### config.mk
export PLATFORM = sky130hd
export DESIGN_NAME = fetch_sequencer_flat
export DESIGN_NICKNAME = d
export VERILOG_FILES = /design/src/rtl/fetch_sequencer_pkg.sv /design/src/rtl/fetch_sequencer_if.sv /design/src/rtl/fetch_sequencer_pc_npc_reg.sv /design/src/rtl/fetch_sequencer.sv /design/src/flat_wrapper.sv
export SDC_FILE = /design/constraint.sdc
export NUM_CORES = 1
export LEC_CHECK = 0
export CAP_MARGIN = 5
export CORE_MARGIN = 2
export CORE_UTILIZATION = 40
export DETAILED_ROUTE_END_ITERATION = 10
export PLACE_DENSITY = 0.73
export SLEW_MARGIN = 5
export SYNTH_ARGS = -nofsm -noshare
export SYNTH_HDL_FRONTEND = slang
export SYNTH_SLANG_ARGS = --single-unit
### constraint.sdc
create_clock -name i_clk -period 3.4 [get_ports i_clk]
set_input_delay 0.68 -clock i_clk [delete_from_list [all_inputs] [get_ports i_clk]]
set_output_delay 0.68 -clock i_clk [all_outputs]
set_load 0.01 [all_outputs]
### src/rtl/fetch_sequencer_pkg.sv
// Shared types and defaults for the PC/nPC fetch sequencer.
package fetch_sequencer_pkg;

  typedef logic [31:0] addr_t;

  localparam addr_t DEF_RESET_PC = 32'd0;
  localparam addr_t DEF_INC      = 32'd4;

  typedef enum logic [1:0] {
    BOOT = 2'd0,
    RUN  = 2'd1,
    HOLD = 2'd2
  } state_e;

  // How the PC/nPC pair updates on the next edge.
  typedef enum logic [1:0] {
    SEL_HOLD = 2'd0,
    SEL_SEQ  = 2'd1,
    SEL_TA   = 2'd2,
    SEL_JMPL = 2'd3
  } pc_sel_e;

endpackage

### src/rtl/fetch_sequencer_if.sv
// Redirect/hazard inputs and fetch outputs of the fetch sequencer.
interface fetch_sequencer_if;
  import fetch_sequencer_pkg::*;

  logic        stall;
  logic        ta_valid;
  addr_t       ta;
  logic        jmpl_valid;
  addr_t       jmpl_addr;
  logic        annul_req;
  addr_t       PC;
  addr_t       nPC;
  logic        ifid_le;
  logic        ifid_clr;
  logic [31:0] fetch_count;
  logic        conflict_err;

  modport master (
    output stall, ta_valid, ta, jmpl_valid, jmpl_addr, annul_req,
    input  PC, nPC, ifid_le, ifid_clr, fetch_count, conflict_err
  );

  modport slave (
    input  stall, ta_valid, ta, jmpl_valid, jmpl_addr, annul_req,
    output PC, nPC, ifid_le, ifid_clr, fetch_count, conflict_err
  );

endinterface

### src/rtl/fetch_sequencer_pc_npc_reg.sv
// PC/nPC register pair; the select input chooses hold, sequential, branch or jmpl update.
module fetch_sequencer_pc_npc_reg
  import fetch_sequencer_pkg::*;
#(
  parameter addr_t RESET_PC = DEF_RESET_PC,
  parameter addr_t INC      = DEF_INC
) (
  input  logic    i_clk,
  input  logic    i_rst,
  input  pc_sel_e i_sel,
  input  addr_t   i_ta,
  input  addr_t   i_jmpl_addr,
  output addr_t   o_pc,
  output addr_t   o_npc
);

  addr_t r_pc;
  addr_t r_npc;
  addr_t w_pc_nxt;
  addr_t w_npc_nxt;

  // Next PC/nPC selection; a taken branch still fetches the delay slot at nPC.
  always_comb begin
    w_pc_nxt  = r_pc;
    w_npc_nxt = r_npc;
    case (i_sel)
      SEL_HOLD: begin
        w_pc_nxt  = r_pc;
        w_npc_nxt = r_npc;
      end
      SEL_SEQ: begin
        w_pc_nxt  = r_npc;
        w_npc_nxt = r_npc + INC;
      end
      SEL_TA: begin
        w_pc_nxt  = r_npc;
        w_npc_nxt = i_ta;
      end
      SEL_JMPL: begin
        w_pc_nxt  = i_jmpl_addr;
        w_npc_nxt = i_jmpl_addr + INC;
      end
      default: begin
        w_pc_nxt  = r_pc;
        w_npc_nxt = r_npc;
      end
    endcase
  end

  // PC/nPC state.
  always_ff @(posedge i_clk or posedge i_rst) begin
    if (i_rst) begin
      r_pc  <= RESET_PC;
      r_npc <= RESET_PC + INC;
    end else begin
      r_pc  <= w_pc_nxt;
      r_npc <= w_npc_nxt;
    end
  end

  assign o_pc  = r_pc;
  assign o_npc = r_npc;

endmodule

### src/rtl/fetch_sequencer.sv
// SPARC-style PC/nPC fetch sequencer with delayed branches, jmpl redirects, stalls and annul.
module fetch_sequencer
  import fetch_sequencer_pkg::*;
#(
  parameter addr_t RESET_PC = DEF_RESET_PC,
  parameter addr_t INC      = DEF_INC
) (
  input logic              i_clk,
  input logic              i_rst,
  fetch_sequencer_if.slave io_bus
);

  state_e      r_state;
  state_e      w_state_nxt;
  pc_sel_e     w_sel;
  logic        w_ifid_le;
  logic        w_ifid_clr;
  logic        w_count_en;
  logic        w_conflict;
  logic [31:0] r_fetch_count;
  logic        r_conflict_err;
  addr_t       w_pc;
  addr_t       w_npc;

  // FSM state register.
  always_ff @(posedge i_clk or posedge i_rst) begin
    if (i_rst) begin
      r_state <= BOOT;
    end else begin
      r_state <= w_state_nxt;
    end
  end

  // Next state, PC/nPC select and IF/ID controls; jmpl outranks stall, stall outranks annul.
  always_comb begin
    w_state_nxt = r_state;
    w_sel       = SEL_HOLD;
    w_ifid_le   = 1'b1;
    w_ifid_clr  = 1'b1;
    w_count_en  = 1'b0;
    w_conflict  = 1'b0;
    case (r_state)
      BOOT: begin
        w_state_nxt = RUN;
      end
      RUN, HOLD: begin
        if (io_bus.jmpl_valid) begin
          w_sel       = SEL_JMPL;
          w_conflict  = io_bus.stall;
          w_state_nxt = RUN;
        end else if (io_bus.stall) begin
          w_ifid_le   = 1'b0;
          w_ifid_clr  = 1'b0;
          w_state_nxt = HOLD;
        end else begin
          w_sel       = io_bus.ta_valid ? SEL_TA : SEL_SEQ;
          w_ifid_clr  = io_bus.annul_req;
          w_count_en  = ~io_bus.annul_req;
          w_state_nxt = RUN;
        end
      end
      default: begin
        w_state_nxt = BOOT;
      end
    endcase
  end

  // Accepted-fetch counter and sticky stall/jmpl conflict flag.
  always_ff @(posedge i_clk or posedge i_rst) begin
    if (i_rst) begin
      r_fetch_count  <= 32'd0;
      r_conflict_err <= 1'b0;
    end else begin
      if (w_count_en) begin
        r_fetch_count <= r_fetch_count + 32'd1;
      end
      if (w_conflict) begin
        r_conflict_err <= 1'b1;
      end
    end
  end

  fetch_sequencer_pc_npc_reg #(
    .RESET_PC (RESET_PC),
    .INC      (INC)
  ) u_pc_npc_reg (
    .i_clk       (i_clk),
    .i_rst       (i_rst),
    .i_sel       (w_sel),
    .i_ta        (io_bus.ta),
    .i_jmpl_addr (io_bus.jmpl_addr),
    .o_pc        (w_pc),
    .o_npc       (w_npc)
  );

  assign io_bus.PC           = w_pc;
  assign io_bus.nPC          = w_npc;
  assign io_bus.ifid_le      = w_ifid_le;
  assign io_bus.ifid_clr     = w_ifid_clr;
  assign io_bus.fetch_count  = r_fetch_count;
  assign io_bus.conflict_err = r_conflict_err;

endmodule

### src/flat_wrapper.sv
// flat-port wrapper written by rule: the top's interface ports become plain ports
module fetch_sequencer_flat import fetch_sequencer_pkg::*;
#(
  parameter addr_t RESET_PC = DEF_RESET_PC,
  parameter addr_t INC      = DEF_INC
)
  (i_clk, i_rst, io_bus_stall, io_bus_ta_valid, io_bus_ta, io_bus_jmpl_valid, io_bus_jmpl_addr, io_bus_annul_req, io_bus_PC, io_bus_nPC, io_bus_ifid_le, io_bus_ifid_clr, io_bus_fetch_count, io_bus_conflict_err);
  fetch_sequencer_if io_bus_i ();
  input logic i_clk;
  input logic i_rst;
  input wire logic [$bits(io_bus_i.stall)-1:0] io_bus_stall;
  input wire logic [$bits(io_bus_i.ta_valid)-1:0] io_bus_ta_valid;
  input wire logic [$bits(io_bus_i.ta)-1:0] io_bus_ta;
  input wire logic [$bits(io_bus_i.jmpl_valid)-1:0] io_bus_jmpl_valid;
  input wire logic [$bits(io_bus_i.jmpl_addr)-1:0] io_bus_jmpl_addr;
  input wire logic [$bits(io_bus_i.annul_req)-1:0] io_bus_annul_req;
  output wire logic [$bits(io_bus_i.PC)-1:0] io_bus_PC;
  output wire logic [$bits(io_bus_i.nPC)-1:0] io_bus_nPC;
  output wire logic [$bits(io_bus_i.ifid_le)-1:0] io_bus_ifid_le;
  output wire logic [$bits(io_bus_i.ifid_clr)-1:0] io_bus_ifid_clr;
  output wire logic [$bits(io_bus_i.fetch_count)-1:0] io_bus_fetch_count;
  output wire logic [$bits(io_bus_i.conflict_err)-1:0] io_bus_conflict_err;
  assign io_bus_i.stall = io_bus_stall;
  assign io_bus_i.ta_valid = io_bus_ta_valid;
  assign io_bus_i.ta = io_bus_ta;
  assign io_bus_i.jmpl_valid = io_bus_jmpl_valid;
  assign io_bus_i.jmpl_addr = io_bus_jmpl_addr;
  assign io_bus_i.annul_req = io_bus_annul_req;
  assign io_bus_PC = io_bus_i.PC;
  assign io_bus_nPC = io_bus_i.nPC;
  assign io_bus_ifid_le = io_bus_i.ifid_le;
  assign io_bus_ifid_clr = io_bus_i.ifid_clr;
  assign io_bus_fetch_count = io_bus_i.fetch_count;
  assign io_bus_conflict_err = io_bus_i.conflict_err;
  fetch_sequencer #(.RESET_PC(RESET_PC), .INC(INC)) u_core (.i_clk(i_clk), .i_rst(i_rst), .io_bus(io_bus_i));
endmodule
==> impl_metrics.yaml, run 1 <==
critical_path:
  cp_slowest_stage_delay_ns: 0.66
  path_cells: "clkdlybuf4s50_1 > and2_4 > nand2_1 > nand2_1 > ha_1 > o21ai_0 > nand4bb_1 > buf_4 > nor4_1 > xor2_1 > o22ai_1"
  cpMaxStageDelayCell: "clkdlybuf4s50_1"
  cp_common_cell: "nand2_1"
  critPathArrivalTime_ns: 3.36
  worstPathRequired_ns: 3.61
  end_kind: "flip-flop"
  path_max_fanout: 10
  worstSetupPathType: "input port to flip-flop"
  startpoint_type: "input port"
place:
  portBuffers: 168
  place.gp.congestion: 0.8504
  preCtsSetupSlack_ns: -0.07666
  hpwl_mm: 12.34
sta:
  fin_crit_ns: 3.147
  setup_violations: 0
  fin_crit_sh_pct: 92.57
  tightest_slew_ns: 0.5414
  hold_violations: 0
  finalSetupTns_ns: 0
  final_max_slew_viol_count: 0
  fin_skew_ns: 0.007707
  fin_ws_ns: 0.2528
  rsz0062_at_grt: "no"
  whs_ns: 0.4692
  clock.fmax_mhz: 317.7
  slew_headroom_pct: 63.71
cells_and_area:
  nFillCells: 1152
  regArea_um2: 2479
  multi_input_area_um2: 2714
  num_antenna_cells: 0
  num-nets-final: 816
  drive_gt1_share_pct: 7.239
  area_delta_synth_final_pct: 40.80
  final_core_util_pct: 57.46
flow_run:
  maxCapViolCount: 0
logic_synthesis:
  syn_avg_cell_area_um2: 9.345
  synth_cell_types: 54
  synthesis.nets: 650
  synthCells: 576
  yosys_warnings: 0
  async_reset_ff_share_pct: 100.0
  syn-cell-area_um2: 5383
  synth_edf_count: 0
  synthFlopType: "dfrtp_1"
  ys_seq_area_share_pct: 46.05
  ys_seq_elements: 99
power_and_ir_drop:
  p_sw_mw: 2.324
  vdd_drop_max_mv: 0.4171
  total_power_mw: 5.905
  p_per_area_nw_per_um2: 779.2
  clock_power_share_pct: 16.7
  pwr-share-seq_pct: 32.8
  swShare_pct: 39.35
  power_leakage_nw: 3.178
  p_int_mw: 3.581
  comb_power_share_pct: 50.5
routing:
  drc_errors: 0
  drtIter0Drc: 439
  via_per_inst: 5.477
  ant_nets: 0
  num_vias: 5050
  drt_pre_antenna_iters: 5
  routedWlPerCell_um: 17.82
  routed_wirelength_mm: 16.43
floorplan:
  die_y_um: 120
  fp-row-count: 42
  fp.dieArea_um2: 14400
  die_width_um: 120
  core_um2: 13190
  io_pins: 169
  initial_utilization_pct: 40.81
clock_network:
  cts_resized: 0
  clock-sinks: 99
  cts-hold-fix-buffers: 0
  cts.path.max_buffers: 2
  htree_levels: 3
  cts_buffers: 9
  clk_latency_ns: 0.34
  cts_tree: "yes"
  clkTransAtPathRegs_ns: 0.07
  cts_root_buf: "clkbuf_16"
  cts_setup_buffers: 0
grt:
  antenna_found_initial: 0
  grt_pass1_wl_mm: 26.03
  track_usage_pct: 22.98
  grt_max_degree: 48
  overflow: 0
  grt_pass1_vias: 5063
outcome:
  status: "finished, final reports clean"
min_path:
  min_path_type: "flip-flop to flip-flop"
## Yosys cell counts (all sizes together) (3+ instances only)
| master | number | area, µm² |
|---|---|---|
| mux2i | 28 | 280.3 |
| nor4 | 5 | 58.80 |
| nand4 | 27 | 168.9 |
| buf | 12 | 98.83 |
| a21boi | 5 | 37.54 |
| nand3 | 23 | 115.1 |
| xor2 | 18 | 157.7 |
| inv | 8 | 30.03 |
| nor3 | 9 | 55.05 |
| and3 | 27 | 168.9 |
| a211o | 4 | 35.03 |
| nor2b | 3 | 18.77 |
| a31oi | 3 | 18.77 |
| nor4b | 4 | 56.30 |
| nor3b | 3 | 22.52 |
| clkbuf | 21 | 78.83 |
| nor2 | 26 | 97.59 |
| xnor2 | 30 | 262.8 |
| o21ai | 60 | 300.3 |
| ha | 4 | 50.05 |
| a21oi | 26 | 130.1 |
| dfrtp | 98 | 2452 |
| mux2 | 7 | 82.57 |
| and2 | 5 | 33.79 |
| o22ai | 5 | 31.28 |
| nand2 | 95 | 356.6 |
## critical path, delay by kind of cell
| kind | cells | cell delay [ns] |
|---|---|---|
| buffers and inverters | 2 | 0.86 |
| xor gates and xnor gates | 1 | 0.22 |
| adders and majority gates | 1 | 0.21 |
| AOI/OAI and AO/OA | 2 | 0.24 |
| and+or+nand+nor | 5 | 1.14 |
## final timing paths
| kind | from | end | slack [ns] | cells past startpoint |
|---|---|---|---|---|
| hold reg to reg | u_core.io_bus.conflict_err | u_core.io_bus.conflict_err | 0.47 | 1 |
| setup / recovery | io_bus_jmpl_valid | u_core.u_pc_npc_reg.o_npc[26] | 0.25 | 11 |
| max in group asynchronous | i_rst | u_core.u_pc_npc_reg.o_npc[2] | 1.99 | 3 |
| min in group asynchronous | i_rst | u_core.u_pc_npc_reg.o_npc[12] | 0.67 | 2 |
| setup reg to reg | u_core.r_state[0] | u_core.u_pc_npc_reg.o_npc[26] | 0.42 | 13 |
| hold / removal | u_core.io_bus.conflict_err | u_core.io_bus.conflict_err | 0.47 | 1 |
## kinds of logic (layout without fill, tap and decap cells)
kind of cell / Yosys count / after routing / share of synthesized area (%)
xor+xnor: 48 / 48 / 7.810
compound gates: 113 / 113 / 11.92
flops: 99 / 99 / 46.05
fa+ha+maj: 4 / 4 / 0.9298
buf+inv: 41 / 211 / 3.858
simple gates: 236 / 236 / 22.69
mux: 35 / 35 / 6.741
## sequential cells by signal (all words and copies together) (netlist names)
signal	flops
u_core.io_bus.conflict_err	1
u_core.io_bus.fetch_count	32
u_core.r_state	2
u_core.u_pc_npc_reg.o_npc	32
u_core.u_pc_npc_reg.o_pc	32
## metrics by stage
step                std cells  area [µm²]
floorplan                 576        5383
global placement          907        7302
detailed placement        907        7302
CTS                       922        7579
global route              922        7579
finish                    922        7579
## layout make-up
class	instances	area share, %
multi-input cells	436	35.81
well taps	176	2.906
clock buffers	12	3.120
clock inverters	3	0.5283
repair buffers	188	24.50
flip-flops and latches	99	32.71
inverters	8	0.4293
## routing by layer
layer  up-vias  part of all wire (%)  track usage [%]
li1       2362                     -                -
met1      2452                    42            29.67
met2       216                    49            38.57
met3        20                   7.5            4.848
met4         0                   1.6            7.206
met5         -                     0                0
## power by group through the flow
stage | sequential, mW | combinational, mW | clock, mW
floorplan | 2.05 | 1.48 | 0
CTS | 1.93 | 2.99 | 1.01
global route | 1.98 | 3.25 | 1.06
detailed placement | 1.95 | 2.97 | 0
finish | 1.93 | 2.98 | 0.985
global placement | 1.94 | 2.91 | 0
## cells in the final DEF (no fill, tap or decap), types with 7 or more instances in the layout
cell type        Yosys  final
and3_1              27     27
a21oi_1             26     26
dfrtp_1             98     98
xor2_1              18     18
xnor2_1             30     30
nor3_1               7      7
nand4_1             27     27
nand2_1             95     95
nor2_1              26     26
buf_4                6     18
o21ai_0             56     55
clkdlybuf4s50_1      0    168
mux2i_1             28     28
inv_1                8      7
nand3_1             23     23
clkbuf_16            0      9
No activity file was read; power rests on OpenSTA's default activity.
==> inputs of run 2 (changes only) <==
Settings changed: CAP_MARGIN 5 to default, PLACE_DENSITY 0.73 to 0.77.
==> run 2 against run 1 <==
- combinational power is essentially flat
- largest power group unchanged
- fmax rose by 2.6%
- largest cell class unchanged
- critical path type is now flip-flop to flip-flop
- critical path depth decreased by 2
- non-clock buffer count unchanged
==> impl_metrics.yaml, run 2 (synthesized netlist as in run 1, its figures left out) <==
sta:
  rsz0062_at_grt: "no"
  fin_ws_ns: 0.3337
  fin_skew_ns: 0.006141
  hold_violations: 0
  clock.fmax_mhz: 326.1
  setup_violations: 0
  slew_headroom_pct: 48.51
  fin_crit_ns: 3.066
  tightest_slew_ns: 0.7723
  finalSetupTns_ns: 0
  fin_crit_sh_pct: 90.19
  final_max_slew_viol_count: 0
grt:
  track_usage_pct: 22.80
  grt_pass1_vias: 5116
  grt_pass1_wl_mm: 26.07
  grt_max_degree: 50
  antenna_found_initial: 0
  overflow: 0
floorplan:
  core_um2: 13190
  die_y_um: 120
  die_width_um: 120
  io_pins: 169
  initial_utilization_pct: 40.81
  fp.dieArea_um2: 14400
  fp-row-count: 42
place:
  hpwl_mm: 12.22
  place.gp.congestion: 0.9037
  post_dp_cell_area_um2: 7289
  preCtsSetupSlack_ns: 0.1488
  portBuffers: 168
routing:
  drt_pre_antenna_iters: 4
  routed_wirelength_mm: 16.18
  drtIter0Drc: 298
  ant_nets: 0
  num_vias: 5027
  via_per_inst: 5.452
  routedWlPerCell_um: 17.55
  drc_errors: 0
outcome:
  status: "finished, final reports clean"
cells_and_area:
  final_cell_mix: "clkdlybuf4s50_1 (168), dfrtp_1 (98), nand2_1 (95)"
  final_common_cell: "clkdlybuf4s50_1"
  num-nets-final: 816
  multi_input_area_um2: 2714
  num_antenna_cells: 0
  regArea_um2: 2479
  final_area_um2: 7572
  drive_gt1_share_pct: 7.507
  area_delta_synth_final_pct: 40.68
  nFillCells: 1148
critical_path:
  cpMaxStageDelayCell: "nor3_2"
  critPathArrivalTime_ns: 3.30
  worstPathRequired_ns: 3.63
  worstSetupPathType: "flip-flop to flip-flop"
  path_cells: "inv_1 > ha_1 > and2_4 > buf_12 > o21ai_0 > nand4_1 > nor3_2 > a311o_1 > nand3_1"
  end_kind: "flip-flop"
  startpoint_type: "flip-flop"
  cp_slowest_stage_delay_ns: 0.57
  path_max_fanout: 38
clock_network:
  cts.path.max_buffers: 2
  cts_setup_buffers: 0
  cts-hold-fix-buffers: 0
  cts_tree: "yes"
  clk_latency_ns: 0.35
  cts_buffers: 9
  cts_resized: 0
  clkTransAtPathRegs_ns: 0.07
  htree_levels: 3
  clock-sinks: 99
  cts_root_buf: "clkbuf_16"
min_path:
  min_path_type: "flip-flop to flip-flop"
power_and_ir_drop:
  power_leakage_nw: 3.178
  vdd_drop_max_mv: 0.3509
  p_per_area_nw_per_um2: 782.2
  total_power_mw: 5.923
flow_run:
  maxCapViolCount: 0
## run 2: metrics by stage
stage	hold slack (ns)	util, %	std cells
2_1_floorplan	0.4932	-	576
3_3_place_gp	0.4503	55.26	907
3_5_place_dp	0.4437	55.26	907
4_1_cts	0.4688	57.41	922
5_1_grt	0.4797	57.41	922
6_report	0.4687	57.41	922
## run 2: final timing paths
path	startpoint	to	slack, ns	cells past startpoint
worst max-delay path	u_core.r_state[0]	u_core.u_pc_npc_reg.o_npc[25]	0.33	9
worst min-delay path	u_core.io_bus.conflict_err	u_core.io_bus.conflict_err	0.47	1
worst max register to register	u_core.r_state[0]	u_core.u_pc_npc_reg.o_npc[25]	0.33	9
worst min register to register	u_core.io_bus.conflict_err	u_core.io_bus.conflict_err	0.47	1
max in group asynchronous	i_rst	u_core.io_bus.fetch_count[23]	1.81	3
min in group asynchronous	i_rst	u_core.u_pc_npc_reg.o_pc[13]	0.78	2
## run 2: layout make-up
type / count / share of cell area (%)
Clock buffer: 10 / 3.024
Sequential cell: 99 / 32.73
Tap cell: 176 / 2.908
Inverter: 8 / 0.4296
Timing Repair Buffer: 188 / 24.36
Clock inverter: 5 / 0.7105
Multi-Input combinational cell: 436 / 35.84
## run 2: routing by layer
layer / share of wire, % / wire length [µm] / vias up / GRT usage, %
met2: 48 / 7790 / 206 / 37.82
li1: - / - / 2354 / -
met1: 42 / 6764 / 2440 / 28.86
met5: 0 / 0 / - / 0
met4: 2.2 / 362 / 0 / 7.941
met3: 7.8 / 1263 / 27 / 5.798
## run 2: report_power, final
| group | total, mW | switching (mW) | internal (mW) |
|---|---|---|---|
| combinational | 2.96 | 1.54 | 1.42 |
| clock | 1.01 | 0.444 | 0.566 |
| sequential | 1.95 | 0.367 | 1.59 |
| total | 5.92 | 2.35 | 3.58 |
## run 2: critical path, delay by kind of cell, from the launching register on
family	cells	cell delay, ns
fa+ha+maj	1	0.46
simple gates	4	1.30
buf+inv	2	0.24
compound gates	2	0.58
flops	1	0.35
==> RTL change: new RTL, flow settings as in run 2 <==
Encoding of `state_e`: now one-hot (3 bits for 3 states).
--- a/src/rtl/fetch_sequencer_pkg.sv
+++ b/src/rtl/fetch_sequencer_pkg.sv
@@ -7,8 +7,8 @@
   localparam addr_t DEF_INC      = 32'd4;
 
-  typedef enum logic [1:0] {
-    BOOT = 2'd0,
-    RUN  = 2'd1,
-    HOLD = 2'd2
+  typedef enum logic [2:0] {
+    BOOT = 3'b001,
+    RUN  = 3'b010,
+    HOLD = 3'b100
   } state_e;
 
Formal check against the unedited RTL: no difference found for any inputs over 10 cycles, from zero or initial values and one cycle with i_rst high; not proved beyond that.
==> RTL change against run 2 <==
- worst setup slack improved by 130 ps
- global-route usage increased by 0.18 points
- routed wire length increased by 2.5%
- final area increased by 1.5%
- area after synthesis increased by 1.2%
- sequential cell count increased by 1
- sequential share of layout area decreased by 0.15 points
- power decreased by 7.0%
- synthesized cell count decreased by 1.2%
- critical endpoint is now io_bus_ifid_clr
- largest cell class unchanged
==> RTL change: results (changes against run 2) <==
<table>
<tr><th>Metric</th><th>Value</th></tr>
<tr><th colspan="2">Pwr</th></tr>
<tr><td>Max VDD drop</td><td>0.000310 V (-12%)</td></tr>
<tr><td>Static Leak</td><td>0.00317 µW (-0.22%)</td></tr>
<tr><th colspan="2">Route</th></tr>
<tr><td>Met1 routed wirelength after detailed routing</td><td>7230 µm (+6.9%)</td></tr>
<tr><td>Vias per std cell</td><td>5.62 (+3.0%)</td></tr>
<tr><td>Post-DR wirelength/cell</td><td>18.0 µm (+2.5%)</td></tr>
<tr><td>Number of iterations in the first detailed-routing pass</td><td>5 (+1)</td></tr>
<tr><td>Routed met2 length</td><td>7840 µm (+0.69%)</td></tr>
<tr><th colspan="2">Final layout</th></tr>
<tr><td>Fillcell total</td><td>1125 (-2.0%)</td></tr>
<tr><td>Layout cell share with drive strength beyond 1</td><td>7.91% (+0.40 points)</td></tr>
<tr><td>Post-layout net count</td><td>813 (-0.37%)</td></tr>
<tr><th colspan="2">Synthesis</th></tr>
<tr><td>Syn Nets</td><td>641 (-1.4%)</td></tr>
<tr><td>Synth cell types</td><td>56 (+3.7%)</td></tr>
<tr><td>Post-Synthesis Mean Instance Area</td><td>9.57 µm² (+2.5%)</td></tr>
<tr><td>Biggest area contributors in the synthesized netlist</td><td>dfrtp_1, nand2_1, o21ai_0, mux2i_1, xnor2_1</td></tr>
<tr><td>Commonest cells post-synth</td><td>dfrtp_1, nand2_1, o21ai_0</td></tr>
<tr><th colspan="2">Setup path</th></tr>
<tr><td>Worst Path Max Fanout</td><td>5 (-87%)</td></tr>
<tr><td>Arrival time of the worst setup path</td><td>2250 ps (-1050 ps)</td></tr>
<tr><th colspan="2">Outcome</th></tr>
<tr><td>Run status</td><td>finished clean</td></tr>
<tr><th colspan="2">Placed design</th></tr>
<tr><td>GPL Wtd Cong</td><td>0.889 (-1.6%)</td></tr>
<tr><td>Placement Cell Area</td><td>7400 µm² (+1.5%)</td></tr>
<tr><td>Number of cells in the design after placement</td><td>906 (-0.11%)</td></tr>
<tr><td>Post-DP HPWL</td><td>12100 µm (-1.0%)</td></tr>
<tr><th colspan="2">Global routing</th></tr>
<tr><td>Largest net degree at the start of global routing</td><td>57 (+14%)</td></tr>
<tr><td>Global-route wire length before repair</td><td>26300 µm (+1.0%)</td></tr>
<tr><td>Aggregate global-route resource usage</td><td>23.0% (+0.18 points)</td></tr>
<tr><th colspan="2">Timing</th></tr>
<tr><td>Max-slew headroom at the worst pin</td><td>52.1% (+3.6 points)</td></tr>
<tr><td>Worst Skew</td><td>6.17 ps (+0.0314 ps)</td></tr>
</table>
[RTL change: cell types whose count changed in the layout (fill, tap and decap cells not counted), moves of 7 or more]
cell / run 2 / this run
nand4_1: 27 / 20
a22oi_1: 0 / 19
a21oi_1: 26 / 11
nand2_1: 95 / 80
xor2_1: 18 / 25
and3_1: 27 / 7
[RTL change: where the power goes]
part	total (µW)	internal (µW)	switching, µW
registers	1940	1560	378
clock network	1010	537	476
logic	2560	1250	1310
total	5510	3340	2170
[RTL change: area by class of cell]
| type | instances | area share [%] |
|---|---|---|
| clock buffer | 11 | 3.29 |
| inverter | 8 | 0.423 |
| tap | 176 | 2.86 |
| clock inverter | 5 | 0.472 |
| timing repair buffer | 188 | 24.0 |
| multi-input combinational | 434 | 36.4 |
| sequential | 100 | 32.6 |
[RTL change: routing by layer]
metal / GRT usage (%) / vias to the layer above
met4: 11.8 / 0
met2: 36.0 / 219
met1: 30.5 / 2536
met5: 0 / -
met3: 4.20 / 31
li1: - / 2394
[RTL change: metrics by stage]
stage	setup slack, ps	utilization [%]
detailed placement	181	55.7
CTS	469	57.8
global route	354	57.8
global placement	319	55.7
floorplan	105	-
finish	466	57.8
[RTL change: cells by family (layout without fill, tap and decap cells)]
group                      after synthesis  in the layout  share of synthesized area (%)
adders and majority gates                2              2                          0.459
muxes                                   33             33                           6.16
DFF                                    100            100                           46.0
buffers and inverters                   35            212                           3.17
xor gates and xnor gates                57             57                           9.16
AOI/OAI and AO/OA                      126            126                           14.5
and+or+nand+nor                        216            216                           20.6
[RTL change: critical path, cell delays in order]
cell,delay [ps]
clkdlybuf4s50_1,560
buf_4,190
nor2_1,60
o21ai_0,160
clkdlybuf4s50_1,600
[RTL change: path summary, 6_finish.rpt]
check | startpoint | end | depth (start not counted) | slack (ps)
setup reg to reg | u_core.r_state[1]$_DFF_PP0_ | u_core.u_pc_npc_reg.o_npc[24]$_DFFE_PP0P_ | 13 | 700
hold / removal | u_core.io_bus.conflict_err$_DFFE_PP0P_ | u_core.io_bus.conflict_err$_DFFE_PP0P_ | 1 | 460
max in group asynchronous | i_rst | u_core.u_pc_npc_reg.o_pc[26]$_DFFE_PP0P_ | 3 | 1960
setup / recovery | io_bus_jmpl_valid | io_bus_ifid_clr | 5 | 470
min in group asynchronous | i_rst | u_core.io_bus.fetch_count[10]$_DFFE_PP0P_ | 2 | 740
hold reg to reg | u_core.io_bus.conflict_err$_DFFE_PP0P_ | u_core.io_bus.conflict_err$_DFFE_PP0P_ | 1 | 460
